**src/rtl/input_synchronizer_pkg.sv**
```systemverilog
// Shared constants for the traffic light controller front end.
// Controller-level blocks import this so every synchronizer agrees on depth.
package input_synchronizer_pkg;

  localparam int SYNC_STAGES_DEFAULT = 2;
  localparam int SYNC_STAGES_MIN     = 2;
  localparam int SYNC_STAGES_MAX     = 4;

endpackage

```
**src/rtl/input_synchronizer_sync_cell.sv**
```systemverilog
// One-bit synchronizer chain with asynchronous clear to RESET_VAL.
// The last flop drives o_q directly, and each flop feeds only the next stage.
module sync_cell
  import input_synchronizer_pkg::*;
#(
  parameter int   DEPTH     = SYNC_STAGES_DEFAULT,
  parameter logic RESET_VAL = 1'b0
) (
  input  logic i_clk,
  input  logic i_rst,
  input  logic i_d,
  output logic o_q
);

  (* ASYNC_REG = "TRUE" *) logic [DEPTH-1:0] r_chain;

  always_ff @(posedge i_clk or posedge i_rst) begin
    if (i_rst) begin
      r_chain <= {DEPTH{RESET_VAL}};
    end else begin
      r_chain <= {r_chain[DEPTH-2:0], i_d};
    end
  end

  assign o_q = r_chain[DEPTH-1];

endmodule

```
**src/rtl/input_synchronizer.sv**
```systemverilog
// Brings Reset, Sensor, Walk_Request and Reprogram into the clk domain.
// Reset_Sync asserts asynchronously and deasserts after SYNC_STAGES edges.
module input_synchronizer
  import input_synchronizer_pkg::*;
#(
  parameter int SYNC_STAGES = SYNC_STAGES_DEFAULT
) (
  input  logic clk,
  input  logic Reset,
  input  logic Sensor,
  input  logic Walk_Request,
  input  logic Reprogram,
  output logic Prog_Sync,
  output logic WR_Sync,
  output logic Sensor_Sync,
  output logic Reset_Sync
);

  // Reset channel shifts in 0 so release is synchronous to clk.
  sync_cell #(.DEPTH(SYNC_STAGES), .RESET_VAL(1'b1)) u_sync_reset (
    .i_clk (clk),
    .i_rst (Reset),
    .i_d   (1'b0),
    .o_q   (Reset_Sync)
  );

  sync_cell #(.DEPTH(SYNC_STAGES), .RESET_VAL(1'b0)) u_sync_sensor (
    .i_clk (clk),
    .i_rst (Reset),
    .i_d   (Sensor),
    .o_q   (Sensor_Sync)
  );

  sync_cell #(.DEPTH(SYNC_STAGES), .RESET_VAL(1'b0)) u_sync_walk (
    .i_clk (clk),
    .i_rst (Reset),
    .i_d   (Walk_Request),
    .o_q   (WR_Sync)
  );

  sync_cell #(.DEPTH(SYNC_STAGES), .RESET_VAL(1'b0)) u_sync_prog (
    .i_clk (clk),
    .i_rst (Reset),
    .i_d   (Reprogram),
    .o_q   (Prog_Sync)
  );

endmodule

```
**config.mk**
```make
export PLATFORM = sky130hd
export DESIGN_NAME = input_synchronizer
export DESIGN_NICKNAME = d
export VERILOG_FILES = /design/src/rtl/input_synchronizer_pkg.sv /design/src/rtl/input_synchronizer_sync_cell.sv /design/src/rtl/input_synchronizer.sv
export SDC_FILE = /design/constraint.sdc
export NUM_CORES = 1
export LEC_CHECK = 0
export ABC_CLOCK_PERIOD_IN_PS = 1350
export CORE_AREA = 5 5 42 44
export CTS_BUF_LIST = sky130_fd_sc_hd__clkbuf_2
export CTS_CLUSTER_DIAMETER = 200
export DETAILED_ROUTE_END_ITERATION = 16
export DIE_AREA = 0 0 47 49
export DONT_BUFFER_PORTS = 1
export PLACE_DENSITY = 0.32
export SYNTH_ARGS = -nofsm -noshare
export SYNTH_HDL_FRONTEND = slang
export SYNTH_SLANG_ARGS = --single-unit
```
**constraint.sdc**
```tcl
create_clock -name clk -period 1.35 [get_ports clk]
set_input_delay 0.2025 -clock clk [delete_from_list [all_inputs] [get_ports clk]]
set_output_delay 0.2025 -clock clk [all_outputs]
set_load 0.1 [all_outputs]
```
==> flow_summary.yaml <==
status:
  outcome: "finished, final reports clean"
cells_and_area:
  fin_area_sq_um: 328
  layout_common_cells: "dfrtp_1, dlygate4sd3_1, clkbuf_2, buf_4, dfstp_2"
  antenna_cells: 0
  layout_commonest_cell: "dfrtp_1"
  fin_nets: 28
  fillers: 151
  syn2layout_area_growth_pct: 56.0
  layout-drive-gt1-share_pct: 42.9
  final_cells: 37
power:
  irDropWorstVdd_mv: 0.684
  finalPower_mw: 0.460
  swShare_pct: 27.3
  power.density_nw_per_um2: 1400
  p_comb_share_pct: 16.1
  intPower_mw: 0.334
  power_leakage_nw: 0.152
  p_switching_mw: 0.125
  seqPwrFrac_pct: 56.1
  pwr-share-clk_pct: 27.8
floorplan:
  design.core.area_sq_um: 1400
  io_pins: 9
  start_util_pct: 15.0
  rows: 14
  dieWidth_microns: 47
  die_area_sq_um: 2300
  fp.dieH_microns: 49
setup_path:
  critical_path_class: "flop to output pin"
  crit_slowest_cell: "dfstp_2"
  crit_path_cell_trace: "buf_12"
  reg2regPathDepth: 0
  cp_num_buf_inv: 1
  start_kind: "flop"
  path_depth: 1
  crit_arrival_ns: 0.94
  max_stage_delay_ns: 0.54
  path_delay_family: "flip-flops"
  crit_fanout: 1
  required_ns: 1.15
  end_kind: "output pin"
routing:
  vias: 105
  drt_first_pass_iters: 1
  dr.first_iter.drc_count: 0
  wire_per_inst_microns: 7.59
  vias_per_cell: 2.84
  antenna_left: 0
  drc_errors: 0
  wl_microns: 281
place:
  portBuffers: 0
  dpl_cell_area_sq_um: 273
  gp_congestion: 0.586
  dp.cells: 30
grt:
  grt_usage_pct: 3.56
  antenna_found_initial: 0
  grt_max_degree: 9
  grt_pass1_wl_microns: 469
  grt.overflow.total: 0
  grt_pass1_vias: 124
sta:
  fin_skew_ns: 0.00600
  setup_violations: 0
  tns_ns: 0
  hold_ws_ns: 0.342
  hold_viol: 0
  timing.fmax_mhz: 879
  post-route-min-period_ns: 1.14
  final_max_slew_viol_count: 0
  min_period_over_period_pct: 84.3
  rsz0062_at_grt: "no"
synthesis:
  yosys_warnings: 0
  seq_area_frac_synth_pct: 96.4
  synthDistinctLibCells: 4
  synthCells: 10
  syn_area_per_cell_sq_um: 21.0
  syn-num-nets: 15
  ys_ff_latch: 8
  netlist_area_sq_um: 210
worst_hold_path:
  min_path_cells: 0
  hp-class: "flop to flop"
clock_tree:
  clk_path_buf_depth: 2
  tritoncts: "done"
  clk_pin_slew_worst_paths_ns: 0.07
  cts_resized: 0
  cts.sinks: 8
  cts_root_buffer: "clkbuf_2"
  postCtsSetupRepairBufs: 0
  cts_buffers: 3
  htreeDepth: 1
  clock_latency_ns: 0.22
  holdBufCountCts: 4
run:
  maxCapViolCount: 0
[registers in the layout (all words and copies together) (netlist names)]
name,flops
u_sync_sensor.r_chain,2
u_sync_walk.r_chain,2
u_sync_prog.r_chain,2
u_sync_reset.r_chain,2
[stage by stage]
| stage | utilization (%) | setup WS (ns) |
|---|---|---|
| 2_1_floorplan | - | 0.264 |
| 3_3_place_gp | 19.5 | 0.455 |
| 3_5_place_dp | 19.5 | 0.453 |
| 4_1_cts | 23.4 | 0.191 |
| 5_1_grt | 23.4 | 0.162 |
| 6_report | 23.4 | 0.212 |
[layer usage]
layer	share of wire [%]	GRT usage, %
met5	0	0
met4	1.4	2.76
met3	23	6.27
met2	41	3.62
met1	33	2.50
[power by group through the flow]
stage                     clock network (mW)  logic [mW]  registers, mW
after floorplan                            0     0.00399          0.307
after global placement                     0      0.0655          0.262
after detailed placement                   0      0.0656          0.262
after CTS                              0.136      0.0746          0.258
after global routing                   0.155      0.0770          0.259
final                                  0.128      0.0741          0.258
[cell usage after synthesis]
master   n  area [sq um]
conb_1   1          3.75
dfstp_2  2          52.6
dfrtp_1  6           150
inv_1    1          3.75
[kinds of logic after synthesis]
group        synth area share (%)
buf+inv                      1.78
other cells                  1.78
flops                        96.4
[final timing paths]
check	start	end	slack, ns
max	u_sync_reset.r_chain[1]	Reset_Sync	0.21
min	u_sync_prog.r_chain[0]	u_sync_prog.r_chain[1]	0.34
min reg2reg	u_sync_prog.r_chain[0]	u_sync_prog.r_chain[1]	0.34
min in group asynchronous	Reset	u_sync_sensor.r_chain[1]	0.35
max reg2reg	u_sync_reset.r_chain[0]	u_sync_reset.r_chain[1]	0.79
max in group asynchronous	Reset	u_sync_reset.r_chain[0]	0.72
[final cells by class]
class / count / area [sq um] / area share (%)
inverters: 1 / 3.75 / 1.15
well taps: 16 / 20.0 / 6.11
flip-flops and latches: 8 / 203 / 61.8
repair buffers: 8 / 82.6 / 25.2
multi-input cells: 1 / 3.75 / 1.15
clock buffers: 3 / 15.0 / 4.58
(Power assumes the default switching activity.)
